===== src/rtl/slot_pkg.sv =====
// slot_pkg: shared state encoding, default sizes and saturating-add helper for the slot credit ledger.
// Rev 1.0
`timescale 1ns/1ps
`default_nettype none

package slot_pkg;

  localparam int unsigned DEF_CREDIT_W = 8;
  localparam int unsigned DEF_LOAD_W   = 5;
  localparam int unsigned DEF_BET_W    = 3;
  localparam int unsigned DEF_MULT_W   = 2;
  localparam int unsigned DEF_TIMEOUT  = 1000;

  typedef enum logic [1:0] {
    IDLE   = 2'd0,
    SPIN   = 2'd1,
    SETTLE = 2'd2
  } state_t;

  // Unsigned add clamped to 2^out_w-1; operands are zero-extended to 32 bits by the caller.
  function automatic logic [32:0] sat_add(input logic [31:0] a, input logic [31:0] b,
                                          input int unsigned out_w);
    logic [32:0] sum;
    logic [32:0] lim;
    sum = {1'b0, a} + {1'b0, b};
    lim = (33'd1 << out_w) - 33'd1;
    return (sum > lim) ? lim : sum;
  endfunction

endpackage

`default_nettype wire


===== src/rtl/slot_credit_ctrl_if.sv =====
// slot_credit_ctrl_if: board/reel-side signal bundle of the credit ledger.
// Rev 1.0 -- jackpot member exists only with SLOT_CREDIT_JACKPOT_EN.
`timescale 1ns/1ps
`default_nettype none

interface slot_credit_ctrl_if
  import slot_pkg::*;
#(
  parameter int unsigned CREDIT_W = DEF_CREDIT_W,
  parameter int unsigned LOAD_W   = DEF_LOAD_W,
  parameter int unsigned BET_W    = DEF_BET_W,
  parameter int unsigned MULT_W   = DEF_MULT_W
);
  logic                load_en;
  logic [LOAD_W-1:0]   load_value;
  logic                start;
  logic [BET_W-1:0]    bet;
  logic                spin_req;
  logic                spin_done;
  logic [MULT_W-1:0]   win_mult;
  logic [CREDIT_W-1:0] credit;
  logic                busy;
  logic                round_done;
  logic [CREDIT_W:0]   payout;
  logic                err_bet;
`ifdef SLOT_CREDIT_JACKPOT_EN
  logic [CREDIT_W-1:0] jackpot;
`endif

  modport master (
    output load_en, load_value, start, bet, spin_done, win_mult,
`ifdef SLOT_CREDIT_JACKPOT_EN
    input  jackpot,
`endif
    input  spin_req, credit, busy, round_done, payout, err_bet
  );

  modport slave (
    input  load_en, load_value, start, bet, spin_done, win_mult,
`ifdef SLOT_CREDIT_JACKPOT_EN
    output jackpot,
`endif
    output spin_req, credit, busy, round_done, payout, err_bet
  );

endinterface

`default_nettype wire


===== src/rtl/sat_adder.sv =====
// sat_adder: unsigned add of two IN_W operands, clamped to the OUT_W maximum.
// Rev 1.0
`timescale 1ns/1ps
`default_nettype none

module sat_adder
  import slot_pkg::*;
#(
  parameter int unsigned IN_W  = 8,
  parameter int unsigned OUT_W = 8
) (
  input  logic [IN_W-1:0]  a_i,
  input  logic [IN_W-1:0]  b_i,
  output logic [OUT_W-1:0] sum_o
);

  assign sum_o = OUT_W'(sat_add(32'(a_i), 32'(b_i), OUT_W));

endmodule

`default_nettype wire


===== src/rtl/slot_credit_ctrl.sv =====
// slot_credit_ctrl: credit ledger and IDLE/SPIN/SETTLE round sequencer with saturating payout.
// Rev 1.0 -- optional jackpot pool enabled by SLOT_CREDIT_JACKPOT_EN.
`timescale 1ns/1ps
`default_nettype none

module slot_credit_ctrl
  import slot_pkg::*;
#(
  parameter int unsigned CREDIT_W = DEF_CREDIT_W,
  parameter int unsigned LOAD_W   = DEF_LOAD_W,
  parameter int unsigned BET_W    = DEF_BET_W,
  parameter int unsigned MULT_W   = DEF_MULT_W,
  parameter int unsigned TIMEOUT  = DEF_TIMEOUT
) (
  input  logic              clk,
  input  logic              resetn,
  slot_credit_ctrl_if.slave bus
);

  localparam int unsigned PROD_W = BET_W + MULT_W;
  localparam int unsigned TMR_W  = $clog2(TIMEOUT);
  localparam logic [TMR_W-1:0] TMR_LAST = TMR_W'(TIMEOUT - 1);

  state_t              state_q, state_d;
  logic [CREDIT_W-1:0] credit_q, credit_d;
  logic [BET_W-1:0]    bet_q, bet_d;
  logic [MULT_W-1:0]   mult_q, mult_d;
  logic                tout_q, tout_d;
  logic [TMR_W-1:0]    tmr_q, tmr_d;
  logic [CREDIT_W:0]   payout_q, payout_d;
  logic                round_done_q, round_done_d;
  logic                err_bet_q, err_bet_d;

  logic                bet_legal;
  logic [PROD_W-1:0]   prod;
  logic [CREDIT_W:0]   prod_ext;
  logic [CREDIT_W:0]   settle_amt;
  logic [CREDIT_W:0]   settle_pay;
  logic [CREDIT_W:0]   add_b;
  logic [CREDIT_W-1:0] credit_sum;

  assign bet_legal = (bus.bet != '0) && (CREDIT_W'(bus.bet) <= credit_q);
  assign prod      = PROD_W'(bet_q) * PROD_W'(mult_q);
  assign prod_ext  = (CREDIT_W+1)'(prod);

  // One credit adder serves both coin loads (IDLE) and settlement (SETTLE).
  assign add_b = (state_q == SETTLE) ? settle_amt : (CREDIT_W+1)'(bus.load_value);

  sat_adder #(
    .IN_W  (CREDIT_W + 1),
    .OUT_W (CREDIT_W)
  ) u_credit_add (
    .a_i   ({1'b0, credit_q}),
    .b_i   (add_b),
    .sum_o (credit_sum)
  );

`ifdef SLOT_CREDIT_JACKPOT_EN
  logic [CREDIT_W-1:0] pool_q, pool_d, pool_sum;
  logic [CREDIT_W:0]   jack_sum;
  logic                jack_win;

  // A timeout refund forces mult_q to 1, so it must never count as a jackpot hit.
  assign jack_win = (mult_q == '1) && !tout_q;

  sat_adder #(
    .IN_W  (CREDIT_W),
    .OUT_W (CREDIT_W)
  ) u_pool_add (
    .a_i   (pool_q),
    .b_i   (CREDIT_W'(bet_q)),
    .sum_o (pool_sum)
  );

  sat_adder #(
    .IN_W  (CREDIT_W + 1),
    .OUT_W (CREDIT_W + 1)
  ) u_jack_add (
    .a_i   (prod_ext),
    .b_i   ({1'b0, pool_q}),
    .sum_o (jack_sum)
  );

  assign settle_amt  = jack_win ? jack_sum : prod_ext;
  assign settle_pay  = jack_win ? jack_sum : {tout_q, prod_ext[CREDIT_W-1:0]};
  assign bus.jackpot = pool_q;

  always_comb begin
    pool_d = pool_q;
    if (state_q == SETTLE) begin
      if (mult_q == '0) pool_d = pool_sum;
      else if (jack_win) pool_d = '0;
    end
  end

  always_ff @(posedge clk or negedge resetn) begin
    if (!resetn) pool_q <= '0;
    else         pool_q <= pool_d;
  end
`else
  assign settle_amt = prod_ext;
  assign settle_pay = {tout_q, prod_ext[CREDIT_W-1:0]};
`endif

  always_ff @(posedge clk or negedge resetn) begin
    if (!resetn) begin
      state_q      <= IDLE;
      credit_q     <= '0;
      bet_q        <= '0;
      mult_q       <= '0;
      tout_q       <= 1'b0;
      tmr_q        <= '0;
      payout_q     <= '0;
      round_done_q <= 1'b0;
      err_bet_q    <= 1'b0;
    end else begin
      state_q      <= state_d;
      credit_q     <= credit_d;
      bet_q        <= bet_d;
      mult_q       <= mult_d;
      tout_q       <= tout_d;
      tmr_q        <= tmr_d;
      payout_q     <= payout_d;
      round_done_q <= round_done_d;
      err_bet_q    <= err_bet_d;
    end
  end

  always_comb begin
    state_d = state_q;
    unique case (state_q)
      IDLE:    if (!bus.load_en && bus.start && bet_legal) state_d = SPIN;
      SPIN:    if (bus.spin_done || (tmr_q == TMR_LAST))  state_d = SETTLE;
      SETTLE:  state_d = IDLE;
      default: state_d = IDLE;
    endcase
  end

  always_comb begin
    credit_d     = credit_q;
    bet_d        = bet_q;
    mult_d       = mult_q;
    tout_d       = tout_q;
    tmr_d        = tmr_q;
    payout_d     = payout_q;
    round_done_d = 1'b0;
    err_bet_d    = 1'b0;
    unique case (state_q)
      IDLE: begin
        tmr_d  = '0;
        tout_d = 1'b0;
        if (bus.load_en) begin
          credit_d = credit_sum;
        end else if (bus.start) begin
          if (bet_legal) begin
            credit_d = credit_q - CREDIT_W'(bus.bet);
            bet_d    = bus.bet;
          end else begin
            err_bet_d = 1'b1;
          end
        end
      end
      SPIN: begin
        tmr_d = tmr_q + 1'b1;
        if (bus.spin_done) begin
          mult_d = bus.win_mult;
        end else if (tmr_q == TMR_LAST) begin
          mult_d = MULT_W'(1);
          tout_d = 1'b1;
        end
      end
      SETTLE: begin
        credit_d     = credit_sum;
        payout_d     = settle_pay;
        round_done_d = 1'b1;
      end
      default: ;
    endcase
  end

  assign bus.spin_req   = (state_q == SPIN);
  assign bus.busy       = (state_q != IDLE);
  assign bus.credit     = credit_q;
  assign bus.payout     = payout_q;
  assign bus.round_done = round_done_q;
  assign bus.err_bet    = err_bet_q;

endmodule

`default_nettype wire


===== src/flat_wrapper.sv =====
// flat-port wrapper written by rule: the top's interface ports become plain ports
module slot_credit_ctrl_flat import slot_pkg::*;
#(
  parameter int unsigned CREDIT_W = DEF_CREDIT_W,
  parameter int unsigned LOAD_W   = DEF_LOAD_W,
  parameter int unsigned BET_W    = DEF_BET_W,
  parameter int unsigned MULT_W   = DEF_MULT_W,
  parameter int unsigned TIMEOUT  = DEF_TIMEOUT
)
  (clk, resetn, bus_load_en, bus_load_value, bus_start, bus_bet, bus_spin_done, bus_win_mult, bus_spin_req, bus_credit, bus_busy, bus_round_done, bus_payout, bus_err_bet);
  slot_credit_ctrl_if #(.CREDIT_W(CREDIT_W), .LOAD_W(LOAD_W), .BET_W(BET_W), .MULT_W(MULT_W)) bus_i ();
  input  logic clk;
  input  logic resetn;
  input wire logic [$bits(bus_i.load_en)-1:0] bus_load_en;
  input wire logic [$bits(bus_i.load_value)-1:0] bus_load_value;
  input wire logic [$bits(bus_i.start)-1:0] bus_start;
  input wire logic [$bits(bus_i.bet)-1:0] bus_bet;
  input wire logic [$bits(bus_i.spin_done)-1:0] bus_spin_done;
  input wire logic [$bits(bus_i.win_mult)-1:0] bus_win_mult;
  output wire logic [$bits(bus_i.spin_req)-1:0] bus_spin_req;
  output wire logic [$bits(bus_i.credit)-1:0] bus_credit;
  output wire logic [$bits(bus_i.busy)-1:0] bus_busy;
  output wire logic [$bits(bus_i.round_done)-1:0] bus_round_done;
  output wire logic [$bits(bus_i.payout)-1:0] bus_payout;
  output wire logic [$bits(bus_i.err_bet)-1:0] bus_err_bet;
  assign bus_i.load_en = bus_load_en;
  assign bus_i.load_value = bus_load_value;
  assign bus_i.start = bus_start;
  assign bus_i.bet = bus_bet;
  assign bus_i.spin_done = bus_spin_done;
  assign bus_i.win_mult = bus_win_mult;
  assign bus_spin_req = bus_i.spin_req;
  assign bus_credit = bus_i.credit;
  assign bus_busy = bus_i.busy;
  assign bus_round_done = bus_i.round_done;
  assign bus_payout = bus_i.payout;
  assign bus_err_bet = bus_i.err_bet;
  slot_credit_ctrl #(.CREDIT_W(CREDIT_W), .LOAD_W(LOAD_W), .BET_W(BET_W), .MULT_W(MULT_W), .TIMEOUT(TIMEOUT)) u_core (.clk(clk), .resetn(resetn), .bus(bus_i));
endmodule

===== config.mk =====
export PLATFORM = sky130hd
export DESIGN_NAME = slot_credit_ctrl_flat
export DESIGN_NICKNAME = d
export VERILOG_FILES = /design/src/rtl/slot_pkg.sv /design/src/rtl/slot_credit_ctrl_if.sv /design/src/rtl/sat_adder.sv /design/src/rtl/slot_credit_ctrl.sv /design/src/flat_wrapper.sv
export SDC_FILE = /design/constraint.sdc
export NUM_CORES = 1
export LEC_CHECK = 0
export ABC_CLOCK_PERIOD_IN_PS = 3240
export BUFFER_PORTS_ARGS = -buffer_cell sky130_fd_sc_hd__buf_4
export CAP_MARGIN = 20
export CORE_ASPECT_RATIO = 0.6
export CORE_MARGIN = 2
export CORE_UTILIZATION = 25
export DETAILED_ROUTE_END_ITERATION = 6
export GPL_TIMING_DRIVEN = 0
export SETUP_SLACK_MARGIN = 0.2
export SYNTH_ARGS = -nofsm -noshare
export SYNTH_HDL_FRONTEND = slang
export SYNTH_HIERARCHICAL = 1
export SYNTH_SLANG_ARGS = --single-unit
export TNS_END_PERCENT = 100

===== constraint.sdc =====
create_clock -name clk -period 3.24 [get_ports clk]
set_input_delay 0.648 -clock clk [delete_from_list [all_inputs] [get_ports clk]]
set_output_delay 0.648 -clock clk [all_outputs]
set_load 0.1 [all_outputs]

== Word-level counts from Yosys, hierarchy flattened ==
Cells that the tools add are included.
Operators by class
  add/subtract/negate cells: 3
  multipliers: 1
  $lt $le $gt $ge: 2
  eq/ne operators: 9
  multiplexer cells: 20
  bitwise operators: 1
  reductions and logical operators: 16
Operators with widths (number)
  $mux 8: 4
  $pmux 10 s2: 1
  $pmux 8 s2: 1
  $add 10x1->10 const B: 1
  $eq 10x10->1 const B: 1
  $gt 10x8->1 const B: 1
  $add 8x5->9: 1
  $le 3x8->1: 1
  $mux 2: 4
  $reduce_bool 2->1: 4
  $sub 8x3->8: 1
  $mux 1: 7
  $ne 2x1->1 const B: 3
  $reduce_and 3->1: 2
  $mul 3x2->5: 1
  $mux 5: 1
  $pmux 2 s2: 1
  $reduce_and 2->1: 2
  $reduce_and 4->1: 1
  $logic_and 1x1->1: 3
  $ne 3x2->1 const B: 1
  $ne 3x3->1 const B: 1
  $reduce_bool 3->1: 1
  $eq 2x1->1 const B: 1
  other kinds (7): 7
Word-level totals
  register bits: 34
  input bits: 15
  output and inout bits: 21
  logic and storage cells: 61

== Depth between registers and ports, before layout ==
  word-level depth: 7
  gate-level depth with buffers: 16

== Cells and area by module ==
The synthesis kept the hierarchy.
By module, submodules not included
  slot_credit_ctrl: times used 1, cells an instance 204, area an instance 1968.1 um^2, seq. area each 850.8 um^2
  sat_adder: times used 1, cells an instance 53, area an instance 424.2 um^2, seq. area each 0.0 um^2

== Least setup slack after synthesis ==
OpenSTA, ideal clock, no wires.
  path kind: reg-to-reg
  start point: register u_core.mult_q[1]
  end point: register u_core.credit_q[1] (netlist: u_core/bus.credit[1])
  data arrival time: 3.056 ns
  data required time: 3.114 ns
  slack: 0.058 ns
  stages on the path, launching flop included: 14
  period minus slack after synthesis: 3.182 ns
  cells stage by stage: dfrtp_1 > and2_1 > ha_1 > inv_1 > fa_1 > o21ai_0 > ha_1 > a211oi_1 > o21bai_1 > o22ai_1 > o2bb2ai_4 > nand2b_1 > mux2_4 > mux2_2
Between the ends
  cells in the longest elaborated chain, start to end: 7
Ends and longest elaborated chain
  start: declaration: line slot_credit_ctrl.sv:27  | logic [MULT_W-1:0] mult_q, mult_d;
  start signal: assignment: line slot_credit_ctrl.sv:120  | mult_q <= mult_d;
  $mul 3x2->5 (*): line slot_credit_ctrl.sv:43  | assign prod = PROD_W'(bet_q) * PROD_W'(mult_q);
  $mux 5 (*): line slot_credit_ctrl.sv:47  | assign add_b = (state_q == SETTLE) ? settle_amt : (CREDIT_W+1)'(bus.load_value);
  named net u_core.add_b[2]: line slot_credit_ctrl.sv:39  | logic [CREDIT_W:0] add_b;
  $add 8x5->9 (*): line slot_pkg.sv:25  | sum = {1'b0, a} + {1'b0, b};
  $gt 10x8->1 (*): line slot_pkg.sv:27  | return (sum > lim) ? lim : sum;
  $mux 8 (*): line slot_pkg.sv:27
  named net u_core.credit_sum[1]: line slot_credit_ctrl.sv:40  | logic [CREDIT_W-1:0] credit_sum;
  $mux 8: line slot_credit_ctrl.sv:152  | if (bus.load_en) begin
  $pmux 8 s2 (*): line slot_credit_ctrl.sv:148  | unique case (state_q)
  end signal: assignment: line slot_credit_ctrl.sv:118  | credit_q <= credit_d;
  end: declaration: line slot_credit_ctrl.sv:25  | logic [CREDIT_W-1:0] credit_q, credit_d;
Mark *: on every way through the listed nets, which the timed path passes. The rest lies on a longest branch.
A chain may end at the register's enable or synchronous reset.

== Worst setup path in the final report ==
  start point: register u_core.bet_q[0]
  end point: register u_core.credit_q[1] (netlist: u_core/bus.credit[1])
Between the ends
  cells in the longest elaborated chain, start to end: 7
Ends and longest elaborated chain
  start: declaration: line slot_credit_ctrl.sv:26  | logic [BET_W-1:0] bet_q, bet_d;
  start signal: assignment: line slot_credit_ctrl.sv:119  | bet_q <= bet_d;
  $mul 3x2->5 (*): line slot_credit_ctrl.sv:43
  $mux 5 (*): line slot_credit_ctrl.sv:47
  named net u_core.add_b[2]: line slot_credit_ctrl.sv:39
  $add 8x5->9 (*): line slot_pkg.sv:25
  $gt 10x8->1 (*): line slot_pkg.sv:27
  $mux 8 (*): line slot_pkg.sv:27
  named net u_core.credit_sum[1]: line slot_credit_ctrl.sv:40
  $mux 8: line slot_credit_ctrl.sv:152
  $pmux 8 s2 (*): line slot_credit_ctrl.sv:148
Marked as above.

==> flow_summary.json <==
{
  "status": "completed",
  "fmax_mhz": 319.4,
  "synth_warnings": 6,
  "yosysTopAreaCellShare_pct": 35.56,
  "start_util_pct": 25.94,
  "cts-root-buf": "clkbuf_16",
  "core-area_mm2": 0.009223,
  "synth_fa_ha_area_share_pct": 10.36,
  "grt_pass1_vias": 2077,
  "worstMarginPinSlew_ps": 654.2,
  "grt_usage_pct": 13.71,
  "antenna_left": 0,
  "clk_pin_slew_ps": 50,
  "syn2layout_area_growth_pct": 34.62,
  "synth_area_leader_cell": "dfrtp_1",
  "cts_tree": "yes",
  "first_pass_iters": 4,
  "clock_latency_ps": 280,
  "crit_path_start_kind": "register",
  "synth_seq_area_share_pct": 35.56,
  "max_slew_margin_pct": 56.23,
  "crit_fanout": 7,
  "wire_per_inst_um": 14.73,
  "slowest_delay_ps": 460,
  "clock_path_buffers": 2,
  "ys_types": 52,
  "cts_sinks": 34,
  "yosys.area_share.simple_pct": 21.81,
  "wl_um": 6600,
  "diodes": 0,
  "synth-xor-area-share_pct": 4.027,
  "endpoint_kind": "register",
  "power_density_mw_per_mm2": 954.3,
  "die_area_mm2": 0.01039,
  "min_period_over_period_pct": 96.63,
  "synthCells": 257,
  "critPathRequiredTime_ps": 3400,
  "dr.first_iter.drc_count": 125,
  "synth_edf_count": 0,
  "multi_input_area_mm2": 0.001583,
  "finalHoldViolCount": 0,
  "path_cells": "and2_4, ha_4, inv_2, fa_2, o21ai_4, ha_4, a211oi_4, o21bai_2, o22ai_2, o2bb2ai_4, nand2b_1, mux2_4, mux2_4",
  "slew_violations": 0,
  "grt_max_degree": 35,
  "portBuffers": 32,
  "detail_route.vias_per_cell": 4.656,
  "synth_ff_type": "dfrtp_1",
  "synth.area.mux_share_pct": 3.870,
  "dp_cells": 426,
  "fillCellCount": 968,
  "avgSynthCellArea_um2": 9.309,
  "synth_top_family_by_area": "simple AND/OR/NAND/NOR gates",
  "slowest_stage": "fa_2",
  "drc": 0,
  "num-nets-final": 350,
  "cp.arrival_ps": 3290,
  "ff_latch_area_um2": 853.3,
  "maxCapViolations": 0,
  "power_leakage_nw": 1.444,
  "finalCriticalPeriod_ps": 3131,
  "synth_area_mm2": 0.002392,
  "place_congestion": 0.8140,
  "crit_family": "compound AO/OA/AOI/OAI gates",
  "num_vias": 2086,
  "clock_skew_ps": 6.400,
  "grt_first_pass_wirelength_um": 10870,
  "path_class": "register to register",
  "hpwl_um": 4835,
  "cts_buffers": 5,
  "hold_class": "input port to asynchronous set/reset pin",
  "synthTopCellsByArea": "dfrtp_1, ha_1, nand2_1, xnor2_1, mux2_2",
  "finalSetupViolCount": 0,
  "fp.dieH_um": 79.77,
  "cts_hold_buf": 0,
  "path_buf_inv": 1,
  "ys_ff_latch": 34,
  "grt_setup_unrepaired": "true",
  "synthArstFlopShare_pct": 100.0,
  "drive_gt1_share_pct": 30.82,
  "htree_levels": 2,
  "core.rowCount": 27,
  "pre_cts_ws_ps": -183.2,
  "irDropWorstVdd_v": 0.0004771,
  "final_cell_count_no_fill": 448,
  "synth_compound_area_share_pct": 19.93,
  "antenna_found_initial": 0,
  "synth_common_cells": "nand2_1, dfrtp_1, nor2_1",
  "die_w_um": 130.3,
  "yosysMostFrequentCell": "nand2_1",
  "ios": 36,
  "setup_ws_ps": 109.1,
  "grt-ovfl-total": 0
}
-- worst paths after layout --
| path | start | to | slack, ps | depth (start not counted) |
|---|---|---|---|---|
| hold / removal | resetn | u_core/mult_q[0] | 320 | 1 |
| setup reg to reg | u_core/bet_q[0] | u_core/bus.credit[1] | 110 | 13 |
| setup / recovery | u_core/bet_q[0] | u_core/bus.credit[1] | 110 | 13 |
| min in group clk | u_core/bus.payout[3] | u_core/bus.payout[3] | 480 | 1 |
| max in group asynchronous | resetn | u_core/state_q[0] | 2580 | 1 |
| hold reg to reg | u_core/bus.payout[3] | u_core/bus.payout[3] | 480 | 1 |
-- placed cells by master (no fill, tap or decap), drive strengths merged, types with 3 or more instances in the layout --
cell,n
nand3b,4
dfrtp,34
nor2,17
nand4b,4
o221ai,5
buf,53
nor3,9
clkbuf,10
nand2,36
fa,3
o21a,4
inv,11
ha,15
nand2b,6
a21o,7
a22o,4
nand3,12
o21ai,15
nor4,4
conb,8
mux2,7
xnor2,9
a21oi,9
-- metal layers --
layer | track usage [%] | share of wire (%)
met1 | 20.39 | 54
met2 | 19.63 | 41
met3 | 4.290 | 5.2
met4 | 1.935 | 0.18
met5 | 0 | 0
-- layout make-up --
cell class / instances / area share (%)
Clock buffer: 7 / 4.118
Inverter: 11 / 1.282
Buffer: 10 / 2.137
Clock inverter: 1 / 0.9324
Sequential cell: 34 / 26.50
Multi-Input combinational cell: 209 / 49.15
Tap cell: 130 / 5.051
Timing Repair Buffer: 46 / 10.84
-- power breakdown --
| part | switching (W) | internal (W) |
|---|---|---|
| logic | 0.00118 | 0.000666 |
| registers | 0.000162 | 0.000524 |
| clock network | 0.000174 | 0.000363 |
-- per-stage QoR --
stage	power [W]	hold WS (ps)	util [%]	TNS (ps)	instance area, um^2
floorplan	0.001947	352.4	-	0	2446
detailed placement	0.002317	472.1	30.89	-601.4	2849
global placement	0.002285	471.4	30.89	-633.5	2849
finish	0.003073	316.2	34.92	0	3221
global route	0.003257	351.2	34.92	-20.14	3221
CTS	0.003011	333.8	34.24	0	3158
-- repair_timing --
action | 4_1_cts | 5_1_grt
gates resized for setup | 14 | 14
pin swaps | 11 | 10
setup endpoints to repair | 8 | 8
buffers inserted | 12 | 2
-- cells by family (layout without fill, tap and decap cells) --
kind of cell | Yosys count | in the layout
compound gates | 61 | 61
other cells | 1 | 8
simple gates | 103 | 103
mux | 8 | 8
xor+xnor | 11 | 11
flops | 34 | 34
buf+inv | 21 | 75
fa+ha+maj | 18 | 18
-- flip-flops by register name, indices dropped and copies added (netlist names) --
signal	count
u_core/tmr_q	10
u_core/bus.credit	8
u_core/bus.payout	6
u_core/bet_q	3
u_core/mult_q	2
u_core/state_q	2
u_core/bus.err_bet	1
u_core/bus.round_done	1
u_core/tout_q	1
(Power assumes the default switching activity.)
